==> config.mk <==
export PLATFORM = sky130hd
export DESIGN_NAME = cache_tag_ctrl
export DESIGN_NICKNAME = d
export VERILOG_FILES = /design/src/rtl/cache_tag_ctrl_pkg.sv /design/src/rtl/cache_tag_ctrl_repl_sel.sv /design/src/rtl/cache_tag_ctrl.sv
export SDC_FILE = /design/constraint.sdc
export NUM_CORES = 2
export LEC_CHECK = 0
export ABC_CLOCK_PERIOD_IN_PS = 3900
export BUFFER_PORTS_ARGS = -buffer_cell sky130_fd_sc_hd__buf_2
export CELL_PAD_IN_SITES_DETAIL_PLACEMENT = 1
export CELL_PAD_IN_SITES_GLOBAL_PLACEMENT = 1
export CORE_ASPECT_RATIO = 2
export CORE_MARGIN = 2
export CORE_UTILIZATION = 45
export CTS_BUF_LIST = sky130_fd_sc_hd__clkbuf_4 sky130_fd_sc_hd__clkbuf_8 sky130_fd_sc_hd__clkbuf_16
export DETAILED_ROUTE_END_ITERATION = 10
export PLACE_DENSITY_LB_ADDON = 0.1
export SLEW_MARGIN = 40
export SYNTH_ARGS = -nofsm -noshare
export SYNTH_HDL_FRONTEND = slang
export SYNTH_SLANG_ARGS = --single-unit
==> constraint.sdc <==
create_clock -name clk -period 3.9 [get_ports clk]
set_clock_uncertainty 0.2 [all_clocks]
set_input_delay 0.585 -clock clk [delete_from_list [all_inputs] [get_ports clk]]
set_output_delay 0.585 -clock clk [all_outputs]
set_load 0.02 [all_outputs]
==> src/rtl/cache_tag_ctrl_pkg.sv <==
// Shared sizes, FSM state encoding and a lowest-set-bit helper for the cache tag controller.
package cache_tag_ctrl_pkg;

  localparam int N       = 4;
  localparam int LOG_W   = 2;
  localparam int LOG_H   = 8;
  localparam int TAG_LEN = 20;
  localparam int H       = 1 << LOG_H;

  typedef enum logic [2:0] {
    IDLE    = 3'd0,
    LOOKUP  = 3'd1,
    RF_REQ  = 3'd2,
    RF_WAIT = 3'd3,
    WRITE   = 3'd4
  } state_e;

  // Index of the lowest set bit; 0 when the vector is empty.
  function automatic logic [LOG_W-1:0] lowest_way(input logic [N-1:0] vec);
    lowest_way = '0;
    for (int w = N - 1; w >= 0; w--) begin
      if (vec[w]) lowest_way = LOG_W'(w);
    end
  endfunction

endpackage

==> src/rtl/cache_tag_ctrl_repl_sel.sv <==
// Replacement state and victim choice. Default: one global round-robin counter.
// CACHE_TAG_CTRL_PLRU_EN selects a per-set 3-bit tree-PLRU instead.
module cache_repl_sel
  import cache_tag_ctrl_pkg::*;
(
  input  logic             clk,
  input  logic             resetn,
  input  logic [LOG_H-1:0] rd_index,
  output logic [LOG_W-1:0] victim,
  input  logic             upd_en,
  input  logic             upd_from_repl,
  input  logic [LOG_H-1:0] upd_index,
  input  logic [LOG_W-1:0] upd_way
);

`ifdef CACHE_TAG_CTRL_PLRU_EN
  // bit0 = root (0 -> ways 0/1), bit1 = ways 0/1, bit2 = ways 2/3
  logic [2:0] plru_q [H];
  logic [2:0] rd_bits;
  logic [2:0] plru_d;
  logic       unused_plru;

  assign unused_plru = upd_from_repl;

  always_comb begin
    rd_bits = plru_q[rd_index];
    victim  = rd_bits[0] ? {1'b1, rd_bits[2]} : {1'b0, rd_bits[1]};
  end

  always_comb begin
    plru_d = plru_q[upd_index];
    if (!upd_way[1]) begin
      plru_d[0] = 1'b1;
      plru_d[1] = ~upd_way[0];
    end else begin
      plru_d[0] = 1'b0;
      plru_d[2] = ~upd_way[0];
    end
  end

  always_ff @(posedge clk or negedge resetn) begin
    if (!resetn) begin
      for (int i = 0; i < H; i++) plru_q[i] <= '0;
    end else if (upd_en) begin
      plru_q[upd_index] <= plru_d;
    end
  end
`else
  logic [LOG_W-1:0] rr_q, rr_d;
  logic             unused_rr;

  // Index and way do not matter for a single global pointer.
  assign unused_rr = ^{rd_index, upd_index, upd_way};
  assign victim    = rr_q;

  always_comb begin
    rr_d = rr_q;
    if (upd_en && upd_from_repl) rr_d = rr_q + 2'd1;
  end

  always_ff @(posedge clk or negedge resetn) begin
    if (!resetn) rr_q <= '0;
    else         rr_q <= rr_d;
  end
`endif

endmodule

==> src/rtl/cache_tag_ctrl.sv <==
// Tag-side lookup/refill controller for a 4-way set-associative cache.
// Optional macro CACHE_TAG_CTRL_PLRU_EN switches replacement to per-set tree-PLRU.
//
//   state   | meaning
//   IDLE    | ready for a lookup request
//   LOOKUP  | compare latched tag against tr_dout
//   RF_REQ  | refill request offered, waiting for rf_req_ready
//   RF_WAIT | refill in flight, waiting for rf_done
//   WRITE   | write new tag, set valid, miss response
module cache_tag_ctrl
  import cache_tag_ctrl_pkg::*;
(
  input  logic                   clk,
  input  logic                   resetn,
  input  logic                   req_valid,
  output logic                   req_ready,
  input  logic [LOG_H-1:0]       req_index,
  input  logic [TAG_LEN-1:0]     req_tag,
  output logic                   resp_valid,
  output logic                   resp_hit,
  output logic [LOG_W-1:0]       resp_way,
  output logic                   tr_we,
  output logic [LOG_W-1:0]       tr_way,
  output logic [LOG_H-1:0]       tr_addr,
  output logic [TAG_LEN-1:0]     tr_din,
  input  logic [N*TAG_LEN-1:0]   tr_dout,
  output logic                   rf_req_valid,
  input  logic                   rf_req_ready,
  output logic [LOG_H-1:0]       rf_req_index,
  output logic [TAG_LEN-1:0]     rf_req_tag,
  output logic [LOG_W-1:0]       rf_req_way,
  input  logic                   rf_done
);

  state_e               state_q, state_d;
  logic [LOG_H-1:0]     idx_q, idx_d;
  logic [TAG_LEN-1:0]   tag_q, tag_d;
  logic [LOG_W-1:0]     victim_q, victim_d;
  logic                 from_repl_q, from_repl_d;

  logic                 req_ready_q, req_ready_d;
  logic                 resp_valid_q, resp_valid_d;
  logic                 resp_hit_q, resp_hit_d;
  logic [LOG_W-1:0]     resp_way_q, resp_way_d;
  logic                 tr_we_q, tr_we_d;
  logic [LOG_W-1:0]     tr_way_q, tr_way_d;
  logic                 rf_req_valid_q, rf_req_valid_d;

  logic [N-1:0]         valid_q [H];
  logic [N-1:0]         set_valid_bits;
  logic [N-1:0]         hit_vec;
  logic                 set_valid;

  logic [LOG_W-1:0]     repl_victim;
  logic                 upd_en;
  logic                 upd_from_repl;
  logic [LOG_W-1:0]     upd_way;

  assign tr_addr      = idx_q;
  assign tr_din       = tag_q;
  assign rf_req_index = idx_q;
  assign rf_req_tag   = tag_q;
  assign rf_req_way   = victim_q;

  assign req_ready    = req_ready_q;
  assign resp_valid   = resp_valid_q;
  assign resp_hit     = resp_hit_q;
  assign resp_way     = resp_way_q;
  assign tr_we        = tr_we_q;
  assign tr_way       = tr_way_q;
  assign rf_req_valid = rf_req_valid_q;

  cache_repl_sel u_repl (
    .clk           (clk),
    .resetn        (resetn),
    .rd_index      (idx_q),
    .victim        (repl_victim),
    .upd_en        (upd_en),
    .upd_from_repl (upd_from_repl),
    .upd_index     (idx_q),
    .upd_way       (upd_way)
  );

  always_comb begin
    set_valid_bits = valid_q[idx_q];
    for (int w = 0; w < N; w++) begin
      hit_vec[w] = set_valid_bits[w] && (tr_dout[w*TAG_LEN +: TAG_LEN] == tag_q);
    end
  end

  always_comb begin
    state_d        = state_q;
    idx_d          = idx_q;
    tag_d          = tag_q;
    victim_d       = victim_q;
    from_repl_d    = from_repl_q;
    req_ready_d    = 1'b0;
    resp_valid_d   = 1'b0;
    resp_hit_d     = 1'b0;
    resp_way_d     = '0;
    tr_we_d        = 1'b0;
    tr_way_d       = '0;
    rf_req_valid_d = 1'b0;
    set_valid      = 1'b0;
    upd_en         = 1'b0;
    upd_from_repl  = 1'b0;
    upd_way        = '0;

    unique case (state_q)
      IDLE: begin
        req_ready_d = 1'b1;
        if (req_valid && req_ready_q) begin
          idx_d       = req_index;
          tag_d       = req_tag;
          req_ready_d = 1'b0;
          state_d     = LOOKUP;
        end
      end
      LOOKUP: begin
        if (|hit_vec) begin
          resp_valid_d = 1'b1;
          resp_hit_d   = 1'b1;
          resp_way_d   = lowest_way(hit_vec);
          upd_en       = 1'b1;
          upd_way      = lowest_way(hit_vec);
          req_ready_d  = 1'b1;
          state_d      = IDLE;
        end else begin
          // Prefer an empty way; only a full set consults the policy.
          from_repl_d    = &set_valid_bits;
          victim_d       = (&set_valid_bits) ? repl_victim : lowest_way(~set_valid_bits);
          rf_req_valid_d = 1'b1;
          state_d        = RF_REQ;
        end
      end
      RF_REQ: begin
        rf_req_valid_d = 1'b1;
        if (rf_req_ready) begin
          rf_req_valid_d = 1'b0;
          state_d        = RF_WAIT;
        end
      end
      RF_WAIT: begin
        if (rf_done) begin
          tr_we_d       = 1'b1;
          tr_way_d      = victim_q;
          resp_valid_d  = 1'b1;
          resp_way_d    = victim_q;
          set_valid     = 1'b1;
          upd_en        = 1'b1;
          upd_way       = victim_q;
          upd_from_repl = from_repl_q;
          state_d       = WRITE;
        end
      end
      WRITE: begin
        req_ready_d = 1'b1;
        state_d     = IDLE;
      end
      default: begin
        req_ready_d = 1'b1;
        state_d     = IDLE;
      end
    endcase
  end

  always_ff @(posedge clk or negedge resetn) begin
    if (!resetn) begin
      state_q        <= IDLE;
      idx_q          <= '0;
      tag_q          <= '0;
      victim_q       <= '0;
      from_repl_q    <= 1'b0;
      req_ready_q    <= 1'b1;
      resp_valid_q   <= 1'b0;
      resp_hit_q     <= 1'b0;
      resp_way_q     <= '0;
      tr_we_q        <= 1'b0;
      tr_way_q       <= '0;
      rf_req_valid_q <= 1'b0;
    end else begin
      state_q        <= state_d;
      idx_q          <= idx_d;
      tag_q          <= tag_d;
      victim_q       <= victim_d;
      from_repl_q    <= from_repl_d;
      req_ready_q    <= req_ready_d;
      resp_valid_q   <= resp_valid_d;
      resp_hit_q     <= resp_hit_d;
      resp_way_q     <= resp_way_d;
      tr_we_q        <= tr_we_d;
      tr_way_q       <= tr_way_d;
      rf_req_valid_q <= rf_req_valid_d;
    end
  end

  always_ff @(posedge clk or negedge resetn) begin
    if (!resetn) begin
      for (int i = 0; i < H; i++) valid_q[i] <= '0;
    end else if (set_valid) begin
      valid_q[idx_q][victim_q] <= 1'b1;
    end
  end

endmodule

==> results.md <==
- The flow ran to the end, and the final reports show no timing, DRC or antenna violations.
- In the final timing run, aggregate negative setup slack is 0 ps.
- The post-detailed-route via-to-cell ratio is 6.23.
- The initial antenna violation count is 2.
- The number of clock sinks is 1069.
- Yosys printed 0 warnings.
- Entering global routing, the biggest net connects 102 pins.
- The arrival time of data at the critical path endpoint is 4250 ps.
- The synthesized instance count is 3577.
- At the end of routability-driven placement, the weighted congestion stood at 0.925.
- Along the worst path, the maximum fanout reaches 24.
- The first global-routing pass estimated 258000 um of wire.
- For the worst flop-to-flop path, the logic depth is 10.
- Combinational logic is responsible for 34.9% of the overall power.
- The share of total power dissipated in the clock network is 30.1%.
- In this run switching power makes up 36.7% of total power.
- The worst register-to-register path ends at from_repl_q.
- The shortest period the worst path allows is 3860 ps.
- Sequential cells were found to cover 57.0% of the synthesized design area.
- In this run, synthesis produced a sequential element count of 1069.
- The multiplexer fraction of the synthesized cell area is 13.7%.
- STA classifies the critical path startpoint as a flip-flop.
- Summed over all nets, the switching power comes to 12900 uW.
- The worst setup slack for register-to-register paths is 40 ps.
- The share of flip-flops with an asynchronous set or reset is 100%.
- The number of ports placed on the die boundary is 180.
- The number of global-route vias before repair is 37300.
- The fraction of the cycle the final worst path needs is 99.0%.
- TritonCTS built the clock tree.
- The post-detailed-route count of antenna-violating nets is 0.
- For this run, design rule violations remaining after detail routing come to 0.
- Measured along the y axis, the die boundary spans 461 um.
- The violation count after the first detailed-routing iteration is 2657.
- Cells with a size suffix above 1 make up 23.9% of the layout.
- The share of total power dissipated in sequential elements is 35.0%.
- The synthesized netlist devotes 19.1% of its cell area to compound gates.
- Timing would allow up to 259 MHz.
- The number of synthesized flops with an enable pin is 0.
- The core region is 103000 um^2.
- The synthesized-area fraction occupied by xor and xnor cells is 1.53%.
- Summed over all cells, the static leakage comes to 0.0261 uW.
- The reg-to-reg critical path startpoint is rf_req_index[1].
- After detailed routing, the total wire length is 175000 um.
- The maximum buffer depth of the clock tree is 3.
- For this run the aggregate overflow at the end of global routing stands at 0.
- Internal power comes to 22300 uW.
- The largest family of logic cells by synthesized area is compound AO/OA/AOI/OAI gates.
- The floorplan step set the die width to 232 um.
- The total number of H-tree levels is 3.
- The count of input and output buffers is 179.
- At the worst endpoint, the required time is 4290 ps.
- After synthesis, the netlist uses 76 different library cells.
- The setup path with the least slack is of type reg -> reg.
- The average cell area after synthesis is 13.1 um^2.
- Clock-pin slew was measured on the worst setup and hold paths at 70 ps.
- The average wire length per cell after detail routing is 33.1 um.
- Detailed placement finished with a half-perimeter wire length of 123000 um.
- The tightest min-delay check is of the in -> reg type.
- The flip-flop and latch area is 26800 um^2.
- Of the total synthesized cell area, the portion taken by full adders, half adders and majority gates is 0%.
- The first TritonRoute pass finished after 7 iterations.
- Max-cap violations in this run came to 0.
- The total number of nets in the final design is 3977.
- Summing over every cut layer, the via total after detailed routing is 33000.
- By area the synthesized netlist is led by dfrtp_1, o21bai_1, mux4_2, a21o_1, mux2i_1.
- In this run the tightest slew margin relative to its limit is 40.5%.
- The area of combinational cells with multiple inputs is 18700 um^2.
- The starting density of the core is 45.3%.
- The number of max-slew violations in the final report is 0.
- The biggest area contributor in the post-synthesis netlist is dfrtp_1.
- Setup repair after global routing left no endpoint under its margin.
- After synthesis, the largest area contributor takes up 57.0% of total cell area.
- The worst-case IR drop observed on VDD is 0.628 mV.
- The power density normalized to cell area is 642 nW/um^2.
- The global-route total usage across every layer is 33.4%.
- The layout has 10300 filler cells.
- CTS placed an instance of clkbuf_16 at the clock tree root.
- The number of nets handed over by synthesis was 3690.
- The area growth from synthesis to layout is 17.0%.
- The number of failing hold endpoints at the final stage is 0.
- The cell area that synthesis handed to floorplanning was 46900 um^2.
- The nature of the critical path endpoint is a flip-flop.
- Setup violations remaining at the end of the flow were counted as 0.
- The die covers 107000 um^2.
- Buffers inserted during clock tree synthesis total 95.
- For this run, the share of the core covered by cells in the final layout is 53.1%.
- The most critical setup path has its endpoint at from_repl_q.
- Of the total synthesized cell area, the portion taken by AND, OR, NAND and NOR gates is 5.15%.
- The prevailing post-synth register cell is dfrtp_1.
- The number of rows in the core area is 167.
- The actual transition at the worst max-transition pin is 893 ps.
- The start point of the critical path is rf_req_index[1].
- The clock insertion delay at the later pin of the skew report is 730 ps.
[power groups by stage]
stage | Clock (uW) | Sequential (uW) | Combinational, uW
after floorplan | 0 | 12200 | 6340
after global placement | 0 | 12500 | 11800
after CTS | 10800 | 12300 | 12100
final | 10600 | 12300 | 12300
after detailed placement | 0 | 12500 | 12000
after global routing | 11200 | 12400 | 12700
[how the worst min path moves through the flow]
stage / start / to / cells past startpoint
final: rf_done / state_q[0] / 4
after global routing: rf_done / state_q[0] / 4
after CTS: rf_done / state_q[0] / 4
after detailed placement: valid_q[29] / valid_q[29] / 1
after global placement: valid_q[9] / valid_q[9] / 1
after floorplan: resetn / from_repl_q / 0
[what timing repair did]
item	4_1_cts	5_1_grt
setup endpoints to repair	5	6
gates resized for setup	7	9
hold buffers	29	0
pin swaps	0	1
buffers inserted	1	5
gates cloned	0	2
hold endpoints to repair	64	0
[stage by stage]
stage | total power, uW | hold slack (ps) | worst slack, ps | std cells | cell area, um^2
floorplan | 18600 | 89.4 | 555 | 3577 | 46900
global placement | 24300 | 232 | -98.2 | 5081 | 50900
detailed placement | 24500 | 238 | -128 | 5081 | 50900
CTS | 35100 | 7.13 | 2.82 | 5289 | 54700
global route | 36200 | 34.6 | 0.323 | 5298 | 54900
finish | 35200 | 36.4 | 40.4 | 5299 | 54900
[critical path: stages (launching register included)]
cell,delay (ps)
dfrtp_4,570
buf_12,240
buf_4,220
mux4_2,300
mux2i_1,360
a221oi_1,260
a211o_1,420
o31a_1,340
nand4_1,170
and4bb_4,310
mux2_4,310
[state kept, by name, summed over array words and instances, names as in the netlist, 2 cells and up]
name and flops:
valid_q 1024, tr_way 2, rf_req_way 2, rf_req_tag 20, resp_way 2, u_repl.victim 2, rf_req_index 8, state_q 3
[logic make-up after synthesis]
kind of cell | Yosys count
compound gates | 1202
mux | 372
buf+inv | 314
flops | 1069
xor+xnor | 82
simple gates | 538
[cells in the final DEF, fill, tap and decap left out, types with 29 or more instances in the layout]
cell type,Yosys,layout
dfrtp_1,1068,1063
o21bai_1,840,840
nand2_1,278,275
buf_4,61,221
mux4_2,200,200
a21o_1,189,189
buf_2,29,178
mux2i_1,125,123
clkbuf_16,0,102
nor2_1,80,65
buf_12,1,58
a22oi_1,47,45
xnor2_1,42,42
xor2_1,40,40
mux2_2,36,36
nor3_1,42,35
nand3_1,33,33
dlygate4sd3_1,0,29
[cell type report]
type	count	area share, %
flip-flops and latches	1069	48.8
diodes	2	0.00912
clock buffers	139	5.38
repair buffers	493	7.58
well taps	1352	3.08
inverters	11	0.0798
multi-input cells	2194	34.1
clock inverters	39	1.00
[synthesized netlist by cell type, types with 7 or more instances]
master and number:
nor2_1 80, xor2_1 40, nand2_1 278, dfrtp_1 1068, nor2b_1 18, nor4_1 19
inv_1 11, nand3_1 33, mux2_2 36, a21o_1 189, buf_4 61, o21bai_1 840
a21oi_1 21, mux4_1 9, buf_2 29, mux4_2 200, o21ai_0 20, a221oi_1 7
nand4_1 15, o22ai_1 17, or2_2 9, nor3_1 42, mux2i_1 125, buf_1 25
buf_6 18, a22oi_1 47, clkbuf_1 166, xnor2_1 42, nand2b_1 11
[layer usage]
metal	vias to the layer above	track usage (%)	share of wire (%)	wire (um)
met2	1198	58.4	51	89800
li1	13600	-	-	-
met5	-	0	0	0
met4	0	24.6	8.7	15200
met1	17700	36.6	35	61900
met3	518	4.78	4.7	8260
No activity file was read; power rests on OpenSTA's default activity.
